$ cat src/rtl/x3q_burst_lsu_pkg.sv
// Shared x3q definitions: burst LSU state encoding and memory request-type codes.
package x3q_burst_lsu_pkg;

   typedef enum logic [1:0] {
      ST_IDLE  = 2'd0,
      ST_ISSUE = 2'd1,
      ST_WAIT  = 2'd2,
      ST_DONE  = 2'd3
   } lsu_state_e;

   localparam logic REQ_READ  = 1'b0;
   localparam logic REQ_WRITE = 1'b1;

endpackage

$ cat src/rtl/x3q_burst_lsu.sv
// Burst load/store master: walks len+1 strided beats, one outstanding request at a time,
// with per-beat response timeout and beat-boundary abort.
//
//   state    | meaning
//   ---------+---------------------------------------------------------------
//   ST_IDLE  | cmd_ready high, waiting for a command
//   ST_ISSUE | read: one-cycle request; write: wr_ready high until wr_valid
//   ST_WAIT  | request outstanding, timing the response
//   ST_DONE  | one-cycle done pulse with err / beats_done, then back to idle
module x3q_burst_lsu
   import x3q_burst_lsu_pkg::*;
#(
   parameter int DATA_W    = 16,
   parameter int ADDR_W    = 16,
   parameter int MAX_BURST = 8,
   parameter int TIMEOUT   = 255,
   localparam int LEN_W    = $clog2(MAX_BURST)
)(
   input  logic              clk,
   input  logic              reset_n,
   input  logic              cmd_valid,
   output logic              cmd_ready,
   input  logic              cmd_write,
   input  logic [ADDR_W-1:0] cmd_addr,
   input  logic [LEN_W-1:0]  cmd_len,
   input  logic [ADDR_W-1:0] cmd_stride,
   input  logic              cmd_abort,
   input  logic              wr_valid,
   output logic              wr_ready,
   input  logic [DATA_W-1:0] wr_data,
   output logic              rd_valid,
   output logic [DATA_W-1:0] rd_data,
   output logic              done,
   output logic              err,
   output logic [LEN_W:0]    beats_done,
   output logic              request,
   output logic              request_type,
   output logic [ADDR_W-1:0] request_address,
   output logic [DATA_W-1:0] data_out,
   input  logic [DATA_W-1:0] memory_in,
   input  logic              memory_ready,
   input  logic              write_complete
);

   localparam int TMR_W = $clog2(TIMEOUT + 1);
   localparam logic [TMR_W-1:0] TMR_ONE = TMR_W'(1);
   localparam logic [TMR_W-1:0] TMR_MAX = TMR_W'(TIMEOUT);
   localparam logic [LEN_W:0]   CNT_ONE = (LEN_W+1)'(1);

   lsu_state_e        r_state, w_state_nxt;
   logic [ADDR_W-1:0] r_addr, r_stride;
   logic [LEN_W-1:0]  r_len;
   logic              r_write, r_abort, r_err;
   logic [LEN_W:0]    r_beats, r_beats_done;
   logic [TMR_W-1:0]  r_timer;
   logic [DATA_W-1:0] r_data_out, r_rd_data;
   logic              r_rd_valid;

   logic              w_abort_pend, w_resp, w_wr_fire, w_beat_ok, w_timeout, w_busy;
   logic [LEN_W:0]    w_beats_inc, w_last_cnt;

   assign w_abort_pend = r_abort | cmd_abort;
   assign w_resp       = r_write ? write_complete : memory_ready;
   assign w_busy       = (r_state == ST_ISSUE) || (r_state == ST_WAIT);
   assign w_beats_inc  = r_beats + CNT_ONE;
   assign w_last_cnt   = {1'b0, r_len} + CNT_ONE;

   // A pending abort withdraws wr_ready so no write word is consumed on the way out.
   assign wr_ready  = (r_state == ST_ISSUE) && r_write && !w_abort_pend;
   assign w_wr_fire = wr_ready && wr_valid;

   always_comb begin
      w_state_nxt = r_state;
      w_beat_ok   = 1'b0;
      w_timeout   = 1'b0;
      case (r_state)
         ST_IDLE: begin
            if (cmd_valid) w_state_nxt = ST_ISSUE;
         end
         ST_ISSUE: begin
            if (!r_write)          w_state_nxt = ST_WAIT;
            else if (w_abort_pend) w_state_nxt = ST_DONE;
            else if (wr_valid)     w_state_nxt = ST_WAIT;
         end
         ST_WAIT: begin
            // A response in the expiry cycle still completes the beat.
            if (w_resp) begin
               w_beat_ok = 1'b1;
               if ((w_beats_inc == w_last_cnt) || w_abort_pend) w_state_nxt = ST_DONE;
               else                                            w_state_nxt = ST_ISSUE;
            end else if (r_timer == TMR_MAX) begin
               w_timeout   = 1'b1;
               w_state_nxt = ST_DONE;
            end
         end
         ST_DONE: w_state_nxt = ST_IDLE;
         default: w_state_nxt = ST_IDLE;
      endcase
   end

   always_ff @(posedge clk or negedge reset_n) begin
      if (!reset_n) begin
         r_state      <= ST_IDLE;
         r_addr       <= '0;
         r_stride     <= '0;
         r_len        <= '0;
         r_write      <= 1'b0;
         r_abort      <= 1'b0;
         r_err        <= 1'b0;
         r_beats      <= '0;
         r_beats_done <= '0;
         r_timer      <= '0;
         r_data_out   <= '0;
         r_rd_data    <= '0;
         r_rd_valid   <= 1'b0;
      end else begin
         r_state    <= w_state_nxt;
         r_rd_valid <= 1'b0;
         case (r_state)
            ST_IDLE: begin
               if (cmd_valid) begin
                  r_addr   <= cmd_addr;
                  r_stride <= cmd_stride;
                  r_len    <= cmd_len;
                  r_write  <= cmd_write;
                  r_abort  <= cmd_abort;
                  r_err    <= 1'b0;
                  r_beats  <= '0;
                  r_timer  <= '0;
               end
            end
            ST_ISSUE: begin
               r_abort <= w_abort_pend;
               if (w_wr_fire) r_data_out <= wr_data;
            end
            ST_WAIT: begin
               r_abort <= w_abort_pend;
               if (w_beat_ok) begin
                  r_beats <= w_beats_inc;
                  r_addr  <= r_addr + r_stride;
                  r_timer <= '0;
                  if (!r_write) begin
                     r_rd_valid <= 1'b1;
                     r_rd_data  <= memory_in;
                  end
               end else if (w_timeout) begin
                  r_err <= 1'b1;
               end else begin
                  r_timer <= r_timer + TMR_ONE;
               end
            end
            ST_DONE: begin
               r_abort      <= 1'b0;
               r_data_out   <= '0;
               r_beats_done <= r_beats;
            end
            default: ;
         endcase
      end
   end

   assign cmd_ready       = (r_state == ST_IDLE);
   assign request         = (r_state == ST_ISSUE) && (!r_write || w_wr_fire);
   assign request_type    = (w_busy && r_write) ? REQ_WRITE : REQ_READ;
   assign request_address = r_addr;
   assign data_out        = w_wr_fire ? wr_data : r_data_out;
   assign rd_valid        = r_rd_valid;
   assign rd_data         = r_rd_data;
   assign done            = (r_state == ST_DONE);
   assign err             = done && r_err;
   assign beats_done      = done ? r_beats : r_beats_done;

endmodule

$ cat config.mk
export PLATFORM = sky130hd
export DESIGN_NAME = x3q_burst_lsu
export DESIGN_NICKNAME = d
export VERILOG_FILES = /design/src/rtl/x3q_burst_lsu_pkg.sv /design/src/rtl/x3q_burst_lsu.sv
export SDC_FILE = /design/constraint.sdc
export NUM_CORES = 1
export LEC_CHECK = 0
export CORE_MARGIN = 2
export CORE_UTILIZATION = 52
export CTS_CLUSTER_DIAMETER = 30
export DETAILED_ROUTE_END_ITERATION = 10
export PLACE_DENSITY = 0.87
export SYNTH_ARGS = -nofsm -noshare
export SYNTH_HDL_FRONTEND = slang
export SYNTH_SLANG_ARGS = --single-unit
$ cat constraint.sdc
create_clock -name clk -period 4.6 [get_ports clk]
set_clock_uncertainty 0.05 [all_clocks]
set_input_delay 0.69 -clock clk [delete_from_list [all_inputs] [get_ports clk]]
set_output_delay 0.69 -clock clk [all_outputs]
set_load 0.005 [all_outputs]
==> out/results.tsv, run 1 <==
metric	value	unit
outcome	finished, final reports clean	
Seq/Total Area, Yosys	48.40	%
first-pass GRT wire length	19160	um
CTS sink count	89	
CP arrival	2.79	ns
Pre-Repair DR Iteration Count	4	
cts bufs inserted	9	
maximum clock rate	0.2836	GHz
ratio of cells with drive above 1 in the final layout	11.00	%
Switching Share	38.91	%
DP Area	0.006046	mm^2
Post-synth EDFFs	0	
initial core utilization	53.29	%
critical path required time	3.86	ns
r2r setup slk	1.35	ns
Worst-Margin Slew	0.8273	ns
worst skew pair latency	0.35	ns
clock network power share	13.5	%
Fin Setup TNS	0	ns
Filler cells	645	
most common cell after layout, fill and taps aside	clkdlybuf4s50_1	
Iteration-0 DRC Markers	164	
Leakage Power	2.834	nW
FF-to-FF End	request_address[14]	
number of synthesized register bits	89	
antenna viol nets, final	0	
die width	98.08	um
Crit Reg-Reg Startpoint	r_state[0]	
Reg2Reg Depth	10	
crit share post-route	76.66	%
most frequent cells in the layout	132 x clkdlybuf4s50_1, 89 x dfrtp_1, 82 x nand2_1, 41 x mux2_2, 32 x a21oi_1	
RSZ-0062 raised after global routing	no	
post-route cell area	0.006255	mm^2
drt via density	5.474	
P_sw	0.001657	W
CTS root buf	clkbuf_8	
net count after synthesis	551	
most used flip-flop cell after synthesis	dfrtp_1	
Syn Area/Cell	10.16	um^2
H-tree depth	3	
Max IR drop VDD	0.4186	mV
PortBufs	133	
register area	0.002227	mm^2
via count of the first global-routing pass	4053	
library cells used by synthesis	45	
final wirelength	11250	um
Ys Warns	0	
Final Max Tran Viols	0	
Worst-path clk slew	0.08	ns
asr flop ratio synth	100.0	%
Internal Power	0.002601	W
post_cts resized	0	
Max transition margin	44.85	%
dominant cells by area after synthesis	dfrtp_1 48%, mux2_2 10%, nand2_1 6.7%	
setup bufs post-CTS	0	
Gate power share	55.9	%
CTS tree	built	
Final Non-Filler Cells	699	
dpl cells	684	
GPL Wtd Cong	0.8586	
largest area contributor in the netlist	dfrtp_1	
die span in y	98.08	um
Clock Tree Buf Depth	2	
Critical Path Fanout Max	17	
Mapped Cells	453	
DP HPWL	8307	um
hold buffer count at CTS	0	
pin count of the biggest net entering global routing	51	
I/O pin count	134	
Post-Synthesis Cell Area	0.004602	mm^2
WL/cell	16.10	um
vias	3826	
Global Route Usage Sum	24.69	%
# diodes	0	
Rows	34	
DRC	0	
die area	0.009619	mm^2
Area Overhead vs Synth	35.92	%
Reg power frac	30.6	%
Synth top area share	48.40	%
Crit. End Element	primary output	
CP startpoint kind	input pin	
grt ovf	0	
final hold vios	0	
initial antenna violation count	0	
Max-Cap Viols	0	
# nets final	685	
pwr/cell area	680.7	mW/mm^2
Crit Path Category	in -> out	
minimum clock period	3.526	ns
Core Box Area	0.008636	mm^2
Setup Viol. Count Final	0	
type of the tightest min-delay check	in -> async	
area of the multi-input gates	0.002291	mm^2
-- cell usage after synthesis, types with 3 or more instances --
library cell,instances
xnor2_1,13
and3_1,6
nor2_1,27
a211oi_1,4
a211o_1,3
a21oi_1,32
nand2_1,82
and2_1,3
o41ai_1,3
nor2b_1,17
mux2i_1,7
xor2_1,8
inv_1,5
nor3_1,5
ha_1,22
or3_1,4
a21o_1,4
o21ai_0,20
clkbuf_1,10
buf_1,4
nand3_1,11
dfrtp_1,89
o21a_1,4
mux2_2,41
-- routing by layer --
metal  share of wire (%)  GRT usage [%]
met2                  51          42.41
met1                  42          31.49
met3                 4.9          3.865
met4                 2.0          9.615
met5                   0              0
-- sequential cells by signal, indices dropped and copies added (netlist names), 3 cells and up --
signal / flops
r_timer: 8
rd_data: 16
r_beats_done: 4
r_beats: 4
request_address: 16
r_len: 3
r_data_out: 16
r_stride: 16
-- cells by family after synthesis --
logic type               after synthesis  share of synthesized area, %
XOR/XNOR                              21                         3.997
AO/OA/AOI/OAI                         88                         11.80
multiplexers                          49                         11.88
buffers and inverters                 22                         1.822
adder cells (fa/ha/maj)               23                         6.416
AND/OR/NAND/NOR                      161                         15.69
flip-flops                            89                         48.40
-- worst max-delay path: stages --
cell             delay, ns
clkdlybuf4s50_1       0.50
nor3_1                0.25
nand2_1               0.43
mux2_2                0.44
clkdlybuf4s50_1       0.46
-- power groups by stage --
stage / logic, W / registers [W] / clock network, W
floorplan: 0.00155 / 0.00127 / 0
global placement: 0.00227 / 0.00130 / 0
detailed placement: 0.00237 / 0.00131 / 0
CTS: 0.00239 / 0.00130 / 0.000586
global route: 0.00264 / 0.00134 / 0.000619
finish: 0.00238 / 0.00130 / 0.000573
-- per-stage QoR --
stage	total power [W]	utilization (%)	worst slack [ns]	hold slack (ns)
finish	0.004258	72.43	1.074	0.2531
global route	0.004603	72.43	0.8234	0.2785
CTS	0.004277	72.43	1.068	0.2615
detailed placement	0.003684	70.01	1.067	0.4113
global placement	0.003565	70.01	1.148	0.4092
floorplan	0.002815	-	2.118	0.3444
-- cell type report --
type / instances / area share (%)
Multi-Input combinational cell: 342 / 36.63
Tap cell: 108 / 2.160
Sequential cell: 89 / 35.61
Inverter: 7 / 0.4201
Timing Repair Buffer: 138 / 21.84
Clock buffer: 10 / 2.040
Clock inverter: 5 / 1.300
-- worst max-delay path by stage --
stage	start	endpoint	slack [ns]	cells past startpoint
after global placement	cmd_abort	data_out[6]	1.15	5
after detailed placement	cmd_abort	data_out[1]	1.07	5
after CTS	cmd_abort	data_out[1]	1.07	5
after global routing	cmd_abort	request	0.82	5
final	cmd_abort	data_out[1]	1.07	5
after floorplan	cmd_abort	data_out[10]	2.12	4
(Power assumes the default switching activity.)
==> run 2, diff against run 1 <==
--- a/config.mk
+++ b/config.mk
@@ -6,10 +6,10 @@
 export NUM_CORES = 1
 export LEC_CHECK = 0
 export CORE_MARGIN = 2
-export CORE_UTILIZATION = 52
+export CORE_UTILIZATION = 43
 export CTS_CLUSTER_DIAMETER = 30
 export DETAILED_ROUTE_END_ITERATION = 10
-export PLACE_DENSITY = 0.87
+export PLACE_DENSITY = 0.76
 export SYNTH_ARGS = -nofsm -noshare
 export SYNTH_HDL_FRONTEND = slang
 export SYNTH_SLANG_ARGS = --single-unit
==> constraint.sdc (replaced) <==
create_clock -name clk -period 2.96 [get_ports clk]
set_clock_uncertainty 0.05 [all_clocks]
set_input_delay 0.444 -clock clk [delete_from_list [all_inputs] [get_ports clk]]
set_output_delay 0.444 -clock clk [all_outputs]
set_load 0.005 [all_outputs]
==> out/results.tsv, run 2 (synthesized netlist as in run 1, its figures left out) <==
metric	value	unit
Rows	37	
DP HPWL	8251	um
Gate power share	57.5	%
vias	3812	
CTS root buf	clkbuf_8	
# nets final	694	
Leakage Power	2.885	nW
pwr/cell area	1024	mW/mm^2
cts bufs inserted	9	
Worst path slowest cell	clkdlybuf4s50_1	
CTS tree	built	
Iteration-0 DRC Markers	211	
final wirelength	11050	um
Max transition margin	48.28	%
cell family with most CP delay	buffers and inverters	
Tot Pwr	0.006504	W
I/O pin count	134	
Crit. End Element	primary output	
# diodes	0	
die width	107.5	um
via count of the first global-routing pass	3770	
CP arrival	2.36	ns
final hold vios	0	
WL/cell	14.99	um
initial core utilization	44.38	%
Worst-Margin Slew	0.7707	ns
PortBufs	133	
Fin Setup TNS	0	ns
area of the multi-input gates	0.002307	mm^2
Worst-path clk slew	0.09	ns
Reg power frac	31.0	%
Final Non-Filler Cells	737	
WP depth	8	
Core Box Area	0.01037	mm^2
ratio of cells with drive above 1 in the final layout	13.14	%
Buf/Inv on CP	3	
Area Overhead vs Synth	38.04	%
clock network power share	11.5	%
Critical Path Fanout Max	9	
maximum clock rate	0.3505	GHz
antenna viol nets, final	0	
register area	0.002228	mm^2
CTS sink count	89	
H-tree depth	3	
dpl cells	719	
worst skew pair latency	0.35	ns
DRC	0	
hold buffer count at CTS	0	
Internal Power	0.003935	W
Max IR drop VDD	0.6086	mV
CP startpoint kind	register	
Filler cells	887	
minimum clock period	2.853	ns
GPL Wtd Cong	0.8023	
crit share post-route	96.38	%
Final Max Tran Viols	0	
most common cell after layout, fill and taps aside	clkdlybuf4s50_1	
Clock Tree Buf Depth	2	
pin count of the biggest net entering global routing	47	
Switching Share	39.50	%
Crit Path Category	reg -> out	
most frequent cells in the layout	131 x clkdlybuf4s50_1, 88 x dfrtp_1, 81 x nand2_1, 41 x mux2_2, 32 x a21oi_1	
first-pass GRT wire length	18140	um
initial antenna violation count	0	
type of the tightest min-delay check	in -> async	
Max-Cap Viols	0	
Global Route Usage Sum	19.53	%
die span in y	107.5	um
CP Cell Sequence	inv_1 -> ha_2 -> nand2_2 -> nor3_4 -> nand2_1 -> buf_4 -> mux2_2 -> clkdlybuf4s50_1	
Pre-Repair DR Iteration Count	4	
grt ovf	0	
die area	0.01155	mm^2
P_sw	0.002569	W
Reg2Reg Depth	9	
outcome	finished, final reports clean	
drt via density	5.172	
Hold Slack	0.03691	ns
CP peak stage delay	0.49	ns
critical path required time	2.47	ns
Setup Viol. Count Final	0	
## run 2: cell count changes in the layout (fill, tap and decap cells not counted), sizes merged
cell	before	now
buf	6	15
bufinv	2	0
clkdlybuf4s50	132	131
clkinv	4	6
dlymetal6s2s	0	1
inv	5	6
## run 2: area by class of cell
type                    instances  share of cell area [%]
inverters                       7                  0.4136
flip-flops and latches         89                   35.08
clock buffers                  10                   2.009
repair buffers                147                   22.81
multi-input cells             342                   36.32
clock inverters                 6                  0.6894
well taps                     136                   2.679
## run 2: power groups by stage
stage / combinational, W / sequential, W / clock, W
floorplan: 0.00240 / 0.00197 / 0
global route: 0.00416 / 0.00209 / 0.000818
CTS: 0.00375 / 0.00202 / 0.000769
detailed placement: 0.00373 / 0.00204 / 0
global placement: 0.00362 / 0.00202 / 0
finish: 0.00374 / 0.00202 / 0.000745
## run 2: worst register-to-register path, stage by stage (launching register included)
cell      delay, ns
dfrtp_1        0.41
ha_1           0.25
fa_1           0.43
a211o_1        0.33
a21oi_1        0.24
a211oi_1       0.14
nor2_1         0.17
o21ai_0        0.13
mux2i_1        0.14
a211o_1        0.27
## run 2: final timing paths
kind / from / to / slack [ns]
worst min register to register: rd_data[12] / rd_data[12] / 0.43
worst max register to register: request_address[0] / request_address[14] / 0.31
worst max-delay path: r_state[1] / data_out[10] / 0.11
worst min-delay path: reset_n / r_err / 0.04
max in group asynchronous: reset_n / r_timer[3] / 2.17
min in group clk: rd_data[12] / rd_data[12] / 0.43
## run 2: metrics by stage
step	cell area, um^2	util [%]	setup slack, ns
6_report	6352	61.26	0.1073
2_1_floorplan	4602	-	0.5013
4_1_cts	6322	60.97	0.04569
5_1_grt	6352	61.26	-0.01816
3_5_place_dp	6146	59.27	0.1915
3_3_place_gp	6146	59.27	0.3087
## run 2: routing by layer
layer  global-route usage, %  vias to the layer above  wire length, um
li1                        -                     1860                -
met1                   27.27                     1845             5038
met2                   31.51                       95             5350
met3                   2.603                       12              470
met4                   6.502                        0              187
met5                       0                        -                0
## run 2: timing repair
action                                 CTS  global route
pin swaps                                0             1
endpoints found under the hold margin    0             0
setup endpoints to repair               17            17
gates cloned                             0             0
gates resized for setup                  1             5
buffers inserted                         0             2
